[src/rtl/md_iter_unit.sv]
// ---------------------------------------------------------------------------
// md_iter_unit
//   Multiply/divide unit for the EX stage. Owns the architectural HI/LO pair.
//   Multiplies (mult, multu, madd, maddu, msub, msubu) take MULT_LAT cycles
//   from the accept edge to the HI/LO commit. Divides (div, divu) use an
//   iterative radix-2 restoring divider. It produces one quotient bit per
//   cycle for WIDTH cycles, then spends one cycle fixing signs before commit.
//   A divide by zero still runs the full latency. It then commits
//   LO = all ones and HI = a, and raises the sticky div_by_zero flag.
//
// Ports
//   clk          rising-edge clock for all state
//   reset        synchronous, active-high; clears HI/LO, flags and the FSM
//   clr          synchronous flush; aborts an in-flight op, keeps HI/LO/flag
//   start        launch op on this edge (ignored while busy or flushing)
//   op[3:0]      0 mult,1 multu,2 div,3 divu,4 mthi,5 mtlo,6 mfhi,7 mflo,
//                8 madd,9 maddu,10 msub,11 msubu, 12-15 no-op
//   a, b         rs / rt operands
//   hl           HI when op==6, LO when op==7, else zero (combinational)
//   busy         operation in flight (drives the decode stall)
//   div_by_zero  last divide had b==0; cleared by the next accepted real op
// ---------------------------------------------------------------------------
module md_iter_unit #(
    parameter int WIDTH    = 32,
    parameter int MULT_LAT = 5
) (
    input  logic             clk,
    input  logic             reset,
    input  logic             clr,
    input  logic             start,
    input  logic [3:0]       op,
    input  logic [WIDTH-1:0] a,
    input  logic [WIDTH-1:0] b,
    output logic [WIDTH-1:0] hl,
    output logic             busy,
    output logic             div_by_zero
);

    localparam logic [3:0] OP_MULT  = 4'd0;
    localparam logic [3:0] OP_MULTU = 4'd1;
    localparam logic [3:0] OP_DIV   = 4'd2;
    localparam logic [3:0] OP_DIVU  = 4'd3;
    localparam logic [3:0] OP_MTHI  = 4'd4;
    localparam logic [3:0] OP_MTLO  = 4'd5;
    localparam logic [3:0] OP_MFHI  = 4'd6;
    localparam logic [3:0] OP_MFLO  = 4'd7;
    localparam logic [3:0] OP_MADD  = 4'd8;
    localparam logic [3:0] OP_MADDU = 4'd9;
    localparam logic [3:0] OP_MSUB  = 4'd10;
    localparam logic [3:0] OP_MSUBU = 4'd11;

    // One counter serves both the multiply latency and the divide bit count.
    localparam int CNT_MAX = (MULT_LAT > WIDTH) ? MULT_LAT : WIDTH;
    localparam int CW      = $clog2(CNT_MAX + 1);

    typedef enum logic [1:0] {
        ST_IDLE = 2'd0,
        ST_MUL  = 2'd1,
        ST_DIV  = 2'd2,
        ST_FIX  = 2'd3
    } state_t;

    state_t             state_r;
    logic [CW-1:0]      cnt_r;
    logic [WIDTH-1:0]   hi_r;
    logic [WIDTH-1:0]   lo_r;
    logic               busy_r;
    logic               dbz_r;
    logic [3:0]         op_r;
    // Multiply: both operands. Divide: opa_r = raw dividend, opb_r = |divisor|.
    logic [WIDTH-1:0]   opa_r;
    logic [WIDTH-1:0]   opb_r;
    logic [WIDTH-1:0]   rem_r;
    logic [WIDTH-1:0]   quo_r;   // holds |dividend| and shifts in quotient bits
    logic               neg_q_r;
    logic               neg_r_r;
    logic               bzero_r;

    logic               accept_s;
    logic               mul_signed_s;
    logic               mul_add_s;
    logic               mul_sub_s;
    logic [2*WIDTH-1:0] mul_a_ext_s;
    logic [2*WIDTH-1:0] mul_b_ext_s;
    logic [2*WIDTH-1:0] prod_s;
    logic [2*WIDTH-1:0] mul_res_s;
    logic               a_neg_s;
    logic               b_neg_s;
    logic [WIDTH-1:0]   a_abs_s;
    logic [WIDTH-1:0]   b_abs_s;
    logic [WIDTH:0]     shift_s;
    logic               ge_s;
    logic [WIDTH-1:0]   rem_nxt_s;
    logic [WIDTH-1:0]   quo_nxt_s;
    logic [WIDTH-1:0]   q_fix_s;
    logic [WIDTH-1:0]   r_fix_s;

    // A start counts only when idle and neither reset nor flush is active.
    assign accept_s = start & ~busy_r & ~clr & ~reset;

    assign busy        = busy_r;
    assign div_by_zero = dbz_r;

    // Read port: only committed HI/LO are ever visible.
    always_comb begin
        hl = {WIDTH{1'b0}};
        case (op)
            OP_MFHI: hl = hi_r;
            OP_MFLO: hl = lo_r;
            default: hl = {WIDTH{1'b0}};
        endcase
    end

    // Decode the latched multiply flavour: signedness and accumulate direction.
    always_comb begin
        mul_signed_s = 1'b0;
        mul_add_s    = 1'b0;
        mul_sub_s    = 1'b0;
        case (op_r)
            OP_MULT:  mul_signed_s = 1'b1;
            OP_MULTU: mul_signed_s = 1'b0;
            OP_MADD:  begin mul_signed_s = 1'b1; mul_add_s = 1'b1; end
            OP_MADDU: mul_add_s = 1'b1;
            OP_MSUB:  begin mul_signed_s = 1'b1; mul_sub_s = 1'b1; end
            OP_MSUBU: mul_sub_s = 1'b1;
            default:  mul_signed_s = 1'b0;
        endcase
    end

    // Product from the latched operands. The operands are held steady for the
    // whole MULT_LAT window, so this path has that many cycles to settle. The
    // accumulate reads HI/LO as they stand at the commit edge.
    always_comb begin
        mul_a_ext_s = mul_signed_s ? {{WIDTH{opa_r[WIDTH-1]}}, opa_r}
                                   : {{WIDTH{1'b0}}, opa_r};
        mul_b_ext_s = mul_signed_s ? {{WIDTH{opb_r[WIDTH-1]}}, opb_r}
                                   : {{WIDTH{1'b0}}, opb_r};
        prod_s      = mul_a_ext_s * mul_b_ext_s;
        if (mul_add_s) begin
            mul_res_s = {hi_r, lo_r} + prod_s;
        end else if (mul_sub_s) begin
            mul_res_s = {hi_r, lo_r} - prod_s;
        end else begin
            mul_res_s = prod_s;
        end
    end

    // Operand magnitudes for a signed divide, taken at the accept edge.
    always_comb begin
        a_neg_s = (op == OP_DIV) & a[WIDTH-1];
        b_neg_s = (op == OP_DIV) & b[WIDTH-1];
        if (a_neg_s) begin
            a_abs_s = {WIDTH{1'b0}} - a;
        end else begin
            a_abs_s = a;
        end
        if (b_neg_s) begin
            b_abs_s = {WIDTH{1'b0}} - b;
        end else begin
            b_abs_s = b;
        end
    end

    // One restoring step. The partial remainder is always below the divisor,
    // so the shifted value is below 2*divisor and the difference fits WIDTH bits.
    always_comb begin
        shift_s   = {rem_r, quo_r[WIDTH-1]};
        ge_s      = (shift_s >= {1'b0, opb_r});
        if (ge_s) begin
            rem_nxt_s = shift_s[WIDTH-1:0] - opb_r;
        end else begin
            rem_nxt_s = shift_s[WIDTH-1:0];
        end
        quo_nxt_s = {quo_r[WIDTH-2:0], ge_s};
    end

    // Sign fix-up. The quotient takes the xor of the signs and the remainder
    // follows the dividend. The most-negative / -1 case falls out naturally:
    // the magnitude 2^(WIDTH-1) is not negated.
    always_comb begin
        if (neg_q_r) begin
            q_fix_s = {WIDTH{1'b0}} - quo_r;
        end else begin
            q_fix_s = quo_r;
        end
        if (neg_r_r) begin
            r_fix_s = {WIDTH{1'b0}} - rem_r;
        end else begin
            r_fix_s = rem_r;
        end
    end

    // Control FSM plus HI/LO and divider state; all outputs come from registers.
    always_ff @(posedge clk) begin
        if (reset) begin
            state_r <= ST_IDLE;
            cnt_r   <= {CW{1'b0}};
            hi_r    <= {WIDTH{1'b0}};
            lo_r    <= {WIDTH{1'b0}};
            busy_r  <= 1'b0;
            dbz_r   <= 1'b0;
            op_r    <= 4'd0;
            opa_r   <= {WIDTH{1'b0}};
            opb_r   <= {WIDTH{1'b0}};
            rem_r   <= {WIDTH{1'b0}};
            quo_r   <= {WIDTH{1'b0}};
            neg_q_r <= 1'b0;
            neg_r_r <= 1'b0;
            bzero_r <= 1'b0;
        end else if (clr) begin
            // Flush: abandon any in-flight op without committing.
            state_r <= ST_IDLE;
            cnt_r   <= {CW{1'b0}};
            busy_r  <= 1'b0;
        end else begin
            case (state_r)
                ST_IDLE: begin
                    if (accept_s) begin
                        case (op)
                            OP_MULT, OP_MULTU, OP_MADD, OP_MADDU, OP_MSUB, OP_MSUBU: begin
                                op_r    <= op;
                                opa_r   <= a;
                                opb_r   <= b;
                                cnt_r   <= CW'(MULT_LAT);
                                state_r <= ST_MUL;
                                busy_r  <= 1'b1;
                                dbz_r   <= 1'b0;
                            end
                            OP_DIV, OP_DIVU: begin
                                op_r    <= op;
                                opa_r   <= a;
                                opb_r   <= b_abs_s;
                                quo_r   <= a_abs_s;
                                rem_r   <= {WIDTH{1'b0}};
                                neg_q_r <= a_neg_s ^ b_neg_s;
                                neg_r_r <= a_neg_s;
                                bzero_r <= (b == {WIDTH{1'b0}});
                                cnt_r   <= CW'(WIDTH);
                                state_r <= ST_DIV;
                                busy_r  <= 1'b1;
                                dbz_r   <= 1'b0;
                            end
                            OP_MTHI: begin
                                hi_r  <= a;
                                dbz_r <= 1'b0;
                            end
                            OP_MTLO: begin
                                lo_r  <= a;
                                dbz_r <= 1'b0;
                            end
                            default: begin
                                state_r <= ST_IDLE;
                            end
                        endcase
                    end
                end
                ST_MUL: begin
                    if (cnt_r == CW'(1)) begin
                        {hi_r, lo_r} <= mul_res_s;
                        cnt_r        <= {CW{1'b0}};
                        state_r      <= ST_IDLE;
                        busy_r       <= 1'b0;
                    end else begin
                        cnt_r <= cnt_r - CW'(1);
                    end
                end
                ST_DIV: begin
                    rem_r <= rem_nxt_s;
                    quo_r <= quo_nxt_s;
                    if (cnt_r == CW'(1)) begin
                        cnt_r   <= {CW{1'b0}};
                        state_r <= ST_FIX;
                    end else begin
                        cnt_r <= cnt_r - CW'(1);
                    end
                end
                ST_FIX: begin
                    if (bzero_r) begin
                        lo_r  <= {WIDTH{1'b1}};
                        hi_r  <= opa_r;
                        dbz_r <= 1'b1;
                    end else begin
                        lo_r <= q_fix_s;
                        hi_r <= r_fix_s;
                    end
                    state_r <= ST_IDLE;
                    busy_r  <= 1'b0;
                end
                default: begin
                    state_r <= ST_IDLE;
                    busy_r  <= 1'b0;
                end
            endcase
        end
    end

endmodule

[config.mk]
export PLATFORM = sky130hd
export DESIGN_NAME = md_iter_unit
export DESIGN_NICKNAME = d
export VERILOG_FILES = /design/src/rtl/md_iter_unit.sv
export SDC_FILE = /design/constraint.sdc
export NUM_CORES = 2
export LEC_CHECK = 0
export ABC_AREA = 1
export ABC_CLOCK_PERIOD_IN_PS = 11100
export BUFFER_PORTS_ARGS = -buffer_cell sky130_fd_sc_hd__buf_2
export CAP_MARGIN = 20
export CORE_ASPECT_RATIO = 0.8
export CORE_MARGIN = 5
export CORE_UTILIZATION = 25
export DETAILED_ROUTE_END_ITERATION = 8
export PLACE_DENSITY = 0.41
export SLEW_MARGIN = 20
export SYNTH_ARGS = -nofsm -noshare
export SYNTH_HDL_FRONTEND = slang
export SYNTH_SLANG_ARGS = --single-unit
[constraint.sdc]
create_clock -name clk -period 11.1 [get_ports clk]
set_input_delay 1.665 -clock clk [delete_from_list [all_inputs] [get_ports clk]]
set_output_delay 1.665 -clock clk [all_outputs]
set_load 0.01 [all_outputs]
# Word level (Yosys, flattened, before mapping)
# Cells that the tools add are included.
[classes]
order_cmp = 1
n_mul = 1
div_mod_pow = 0
n_addsub = 8
bitwise_logic = 9
n_reduce_logical = 29
eq_ne = 30
n_mux = 47
n_shift = 0
[ops]
columns = ["operator", "count"]
rows = [
  ["$mux 32", 17],
  ["$mux 64", 4],
  ["$pmux 32 s2", 4],
  ["$pmux 32 s3", 2],
  ["$sub 1x32->32 const A", 4],
  ["$add 64x64->64", 1],
  ["$mul 64x64->64", 1],
  ["$sub 64x64->64", 1],
  ["$ge 33x32->1", 1],
  ["$eq 4x4->1 const B", 8],
  ["$logic_not 32->1", 1],
  ["$sub 32x32->32", 1],
  ["$pmux 6 s2", 2],
  ["$reduce_and 4->1", 6],
  ["$eq 4x3->1 const B", 4],
  ["$reduce_and 5->1", 3],
  ["$ne 2x2->1 const B", 7],
  ["$mux 6", 2],
  ["$reduce_or 2->1", 6],
  ["$reduce_or 10->1", 1],
  ["$mux 1", 9],
  ["$eq 4x2->1 const B", 2],
  ["$logic_not 4->1", 2],
  ["$pmux 2 s4", 1],
  ["other kinds (21)", 35],
]
[totals]
memories = 0
mem_bits_ro = 0
output_inout_bits = 34
latchBits = 0
ram_bits = 0
input_bits = 72
wordCells = 139
register_bits = 209

# Longest topological paths before layout
[logic_depth]
depth_word = 10
mapped_depth = 59
depth_no_buf = 58

# Least setup slack after synthesis
# Ideal clock, no wire load.
[synth_timing]
path_type = "reg-to-reg"
from = "reg op_r[0]"
to = "reg hi_r[22]"
required_ns = 10.980
n_path_buf = 3
arrival_ns = 10.122
setup_slack_ns = 0.858
setup_ns = 0.120
stages_incl_launch_ff = 46
path_cell_list = "dfxtp_1 -> nor2_2 -> nand2_2 -> buf_1 -> buf_1 -> nor2_1 -> inv_1 -> fa_1 -> inv_1 -> fa_1 -> fa_1 -> inv_1 -> fa_1 -> fa_1 -> inv_1 -> fa_1 -> fa_1 -> fa_1 -> (+10 left out) -> nand2_1 -> nor2_1 -> or2_1 -> ha_1 -> buf_2 -> inv_1 -> a21oi_1 -> inv_1 -> a21oi_1 -> o21ai_0 -> a221oi_1 -> nand2_1 -> nand2_1 -> nand3_1 -> o21ai_1 -> nand2_1 -> nand2_1 -> a21oi_1"
[synth_between]
elab_chain_len = 10
[synth_rtl]
columns = ["item", "line", "source"]
rows = [
  ["from (decl)", "69", "logic [3:0] op_r;"],
  ["from (signal assigned)", "221", "op_r <= op;"],
  ["from (signal assigned)", "230", "op_r <= op;"],
  ["$eq 4x4->1 / $logic_not 4->1 (equally long branches)", "119", "case (op_r)"],
  ["$reduce_or 3->1 (no line)", "n/a", ""],
  ["$mux 1", "119", ""],
  ["$mux 64 (on tied branches)", "134, 136", ""],
  ["$mul 64x64->64", "138", "prod_s = mul_a_ext_s * mul_b_ext_s;"],
  ["$sub 64x64->64", "142", "mul_res_s = {hi_r, lo_r} - prod_s;"],
  ["$mux 64", "141", "end else if (mul_sub_s) begin"],
  ["$mux 64 *", "139", "if (mul_add_s) begin"],
  ["$mux 32 *", "258", "if (cnt_r == CW'(1)) begin"],
  ["$pmux 32 s3 *", "216", "case (state_r)"],
  ["to (signal assigned)", "259", "{hi_r, lo_r} <= mul_res_s;"],
  ["to (signal assigned)", "280", "hi_r <= opa_r;"],
  ["to (signal assigned)", "284", "hi_r <= r_fix_s;"],
  ["to (decl)", "65", "logic [WIDTH-1:0] hi_r;"],
]
# Every way passes the cells marked *; elsewhere a longest branch is shown, timed or not. The select of a mux whose other input is x is not followed.
# A chain may end at the register's enable or synchronous reset.

# Worst setup path after layout
[layout_timing]
from = "reg opa_r[16]"
to = "reg lo_r[31]"
[layout_between]
elab_chain_len = 7
[layout_rtl]
columns = ["item", "line", "source"]
rows = [
  ["from (decl)", "71", "logic [WIDTH-1:0] opa_r;"],
  ["from (signal assigned)", "203", "opa_r <= {WIDTH{1'b0}};"],
  ["$mux 64 *", "134", "mul_a_ext_s = mul_signed_s ? {{WIDTH{opa_r[WIDTH-1]}}, opa_r}"],
  ["$mul 64x64->64 *", "138", ""],
  ["$sub 64x64->64", "142", ""],
  ["$mux 64", "141", ""],
  ["$mux 64 *", "139", ""],
  ["$mux 32 *", "258", ""],
  ["$pmux 32 s3 *", "216", ""],
  ["to (signal assigned)", "259", ""],
  ["to (signal assigned)", "279", "lo_r <= {WIDTH{1'b1}};"],
  ["to (signal assigned)", "283", "lo_r <= q_fix_s;"],
  ["to (decl)", "66", "logic [WIDTH-1:0] lo_r;"],
]
# Marks and branches as above.

==> load_flow_metrics.sql <==
INSERT INTO impl_metrics (metric_group, metric, value, unit) VALUES
('status', 'status', 'completed', ''),
('layout', 'mostFrequentLayoutCells', 'inv_1, nand2_1, fa_1', ''),
('timing', 'period_needed', '10.88', 'ns'),
('global_route', 'grt_util_all_layers', '0.224', ''),
('synth', 'synth_nets', '12200', ''),
('synth', 'postSynthAreaPerCell', '7.27', 'um2'),
('timing', 'min_period_over_period', '0.980', ''),
('layout', 'final-instance-count-excl-fill', '14900', ''),
('route', 'routed_wirelength', '353000', 'um'),
('clock_tree', 'cts_hold_repair.buffers', '0', ''),
('global_route', 'antenna_found_initial', '12', ''),
('route', 'wl_per_cell', '23.6', 'um'),
('timing', 'final_setup_violating_endpoints', '0', ''),
('setup_path', 'worst-r2r-cell-count', '46', ''),
('clock_tree', 'cts.sinks', '209', ''),
('layout', 'fillers', '32400', ''),
('pwr', 'max-vdd-ir-drop', '0.109', 'mV'),
('synth', 'synth_area', '0.0743', 'mm2'),
('clock_tree', 'tritoncts_clock_tree', 'done', ''),
('timing', 'timing.final.max_slew_violations', '0', ''),
('setup_path', 'setup.worst_path.class', 'reg2reg', ''),
('synth', 'synthCells', '10200', ''),
('floorplan', 'design.die.area', '0.308', 'mm2'),
('setup_path', 'crit_slowest_cell', 'fa_2', ''),
('clock_tree', 'clk_transition_reported_paths', '0.07', 'ns'),
('setup_path', 'cp-end-kind', 'flop', ''),
('setup_path', 'cp.required', '11.66', 'ns'),
('layout', 'post-route-util', '0.299', ''),
('timing', 'slew_headroom', '0.148', ''),
('route', 'drt-pass1-iter-count', '8', ''),
('route', 'drt_first_iter_violations', '6385', ''),
('placement', 'routabilityCongestion', '0.977', ''),
('timing', 'final.setup.worst_slack', '0.222', 'ns'),
('setup_path', 'crit_family', 'adder cells', ''),
('synth', 'postSynthRegisterBits', '209', ''),
('route', 'viasPerCell', '4.69', ''),
('setup_path', 'critical_path_s_largest_stage_delay', '0.64', 'ns'),
('synth', 'yosys_cell_types', '77', ''),
('timing', 'worst_pin_slew', '1.28', 'ns'),
('hold_path', 'timing.hold.worst_path_depth', '2', ''),
('global_route', 'grt-ovfl-total', '0', ''),
('synth', 'synth_enable_flop_cells', '0', ''),
('setup_path', 'critical_path_cell_count', '46', ''),
('placement', 'dp_cells', '14800', ''),
('synth', 'yosysSeqAreaShare', '0.0563', ''),
('timing', 'hold_ws', '0.469', 'ns'),
('route', 'antenna_violating_nets_post_route', '0', ''),
('global_route', 'grt_first_pass_wirelength', '510000', 'um'),
('synth', 'synth_flop_cell', 'dfxtp_1', ''),
('clock_tree', 'cts_made_buffers', '29', ''),
('setup_path', 'critical_path_at', '11.44', 'ns'),
('timing', 'final.setup_skew', '0.0337', 'ns'),
('floorplan', 'initial_core_util', '0.250', ''),
('floorplan', 'floorplan.rows', '179', ''),
('setup_path', 'critical_path_peak_fanout', '21', ''),
('pwr', 'report.power.total', '4560', 'uW'),
('pwr', 'power_per_cell_area', '51.3', 'mW/mm2'),
('global_route', 'pin_count_of_the_biggest_net_entering_global_routing', '89', ''),
('placement', 'placement.setup.worst_slack', '-0.308', 'ns'),
('timing', 'achievable-frequency', '0.0919', 'GHz'),
('layout', 'layout.cells.most_common', 'inv_1', ''),
('hold_path', 'holdCritPathClass', 'reg2reg', ''),
('floorplan', 'dieHeight', '498', 'um'),
('route', 'via_count', '70000', ''),
('placement', 'post-dp-hpwl', '300000', 'um'),
('global_route', 'first_global_vias', '71300', ''),
('timing', 'finalHoldViolations', '0', ''),
('layout', 'area_delta_synth_final', '19.6', '%'),
('clock_tree', 'htree_levels', '1', ''),
('synth', 'asyncSetResetFlopFracSynth', '0', ''),
('floorplan', 'core_area', '0.297', 'mm2'),
('clock_tree', 'cts-root-buf', 'clkbuf_16', ''),
('setup_path', 'path_buf_inv', '14', ''),
('floorplan', 'number_of_ports_placed_on_the_die_boundary', '106', ''),
('route', 'drc', '0', ''),
('pwr', 'power_leakage', '0.0472', 'uW'),
('layout', 'layout-drive-gt1-share', '0.150', ''),
('layout', 'nets', '12900', ''),
('synth', 'yosysWarnings', '0', ''),
('timing', 'rsz0062_at_grt', 'yes', ''),
('clock_tree', 'insertion_delay', '0.63', 'ns'),
('clock_tree', 'max-clock-path-buffers', '3', ''),
('setup_path', 'timing.critical_path.from_type', 'flop', ''),
('flow_run', 'timing.max_cap.violations', '0', ''),
('placement', 'buffer_ports.inserted', '105', ''),
('floorplan', 'fp.dieW', '619', 'um');
==> worst register-to-register path: cells and delay by family, from the launching register on <==
| kind | cells | cell delay (ns) |
|---|---|---|
| simple gates | 9 | 1.29 |
| flops | 1 | 0.35 |
| compound gates | 11 | 2.02 |
| buf+inv | 14 | 1.70 |
| fa+ha+maj | 12 | 5.44 |
==> worst paths after layout <==
kind | startpoint | endpoint | slack, ns
worst max-delay path | opa_r[16] | lo_r[31] | 0.22
worst min register to register | quo_r[5] | quo_r[5] | 0.47
worst max register to register | opa_r[16] | lo_r[31] | 0.22
worst min-delay path | quo_r[5] | quo_r[5] | 0.47
==> kinds of logic after synthesis <==
kind of cell,Yosys count,share of synthesized area
AO/OA/AOI/OAI,1466,0.114
XOR/XNOR,166,0.0199
adder cells (fa/ha/maj),1901,0.464
buffers and inverters,3265,0.167
flip-flops,209,0.0563
AND/OR/NAND/NOR,3217,0.179
==> cell type report <==
cell class	instances	area, um2	area share
multi-input combinational	6750	58900	0.663
inverter	2819	10600	0.119
timing repair buffer	1118	9100	0.103
tap	3982	4980	0.0561
sequential	209	4260	0.0480
clock buffer	40	827	0.00931
clock inverter	11	168	0.00189
antenna	6	15.0	0.000169
==> repair_timing <==
action / in CTS / in global routing
endpoints found under the setup margin: 13 / 30
pin swaps: 1 / 46
resized for setup: 17 / 288
setup buffers: 1 / 29
cloned: 0 / 8
==> through the flow <==
stage                     cell area [um2]  TNS, ns
after floorplan                     74300        0
after global placement              86100   -0.880
after detailed placement            86100   -0.772
after CTS                           87200        0
after global routing                88800   -0.438
final                               88800        0
==> registers in the layout, summed over array words and instances (netlist names) <==
register,flops
busy,1
bzero_r,1
cnt_r,6
div_by_zero,1
hi_r,32
lo_r,32
neg_q_r,1
neg_r_r,1
op_r,4
opa_r,32
opb_r,32
quo_r,32
rem_r,32
state_r,2
==> cells in the mapped netlist, types with 16 or more instances <==
master / n / share of area
fa_1: 1425 / 0.38
nand4_1: 37 / 0.0031
nand3_1: 312 / 0.021
o21ai_2: 28 / 0.0033
nand3b_1: 18 / 0.0018
o221ai_1: 17 / 0.0020
nor4_1: 29 / 0.0024
o21ai_0: 448 / 0.030
a31oi_1: 48 / 0.0040
dfxtp_1: 209 / 0.056
nor2_1: 632 / 0.032
xor2_1: 114 / 0.013
a21oi_2: 19 / 0.0022
a21oi_1: 591 / 0.040
buf_2: 48 / 0.0032
o21ai_1: 62 / 0.0042
nor3_1: 68 / 0.0046
xnor2_1: 49 / 0.0058
inv_1: 2767 / 0.14
a221oi_1: 18 / 0.0021
o21bai_1: 16 / 0.0016
o211ai_1: 79 / 0.0080
inv_2: 48 / 0.0024
clkbuf_1: 370 / 0.019
or2_2: 28 / 0.0024
nand2_1: 1996 / 0.10
nor2_2: 21 / 0.0018
ha_1: 476 / 0.080
nand2_2: 18 / 0.0015
a21o_1: 30 / 0.0030
==> where the power goes <==
part | internal (uW) | total [uW] | switching [uW]
logic | 1020 | 2690 | 1670
clock network | 609 | 1070 | 464
registers | 765 | 799 | 33.9
total | 2390 | 4560 | 2160
==> routing by layer <==
layer | up-vias | track usage | share of wire
met5 | - | 0 | 0.00015
met4 | 8 | 0.0359 | 0.022
met3 | 292 | 0.0305 | 0.071
met2 | 2298 | 0.321 | 0.41
met1 | 35600 | 0.356 | 0.50
li1 | 31800 | - | -
(Power assumes the default switching activity.)
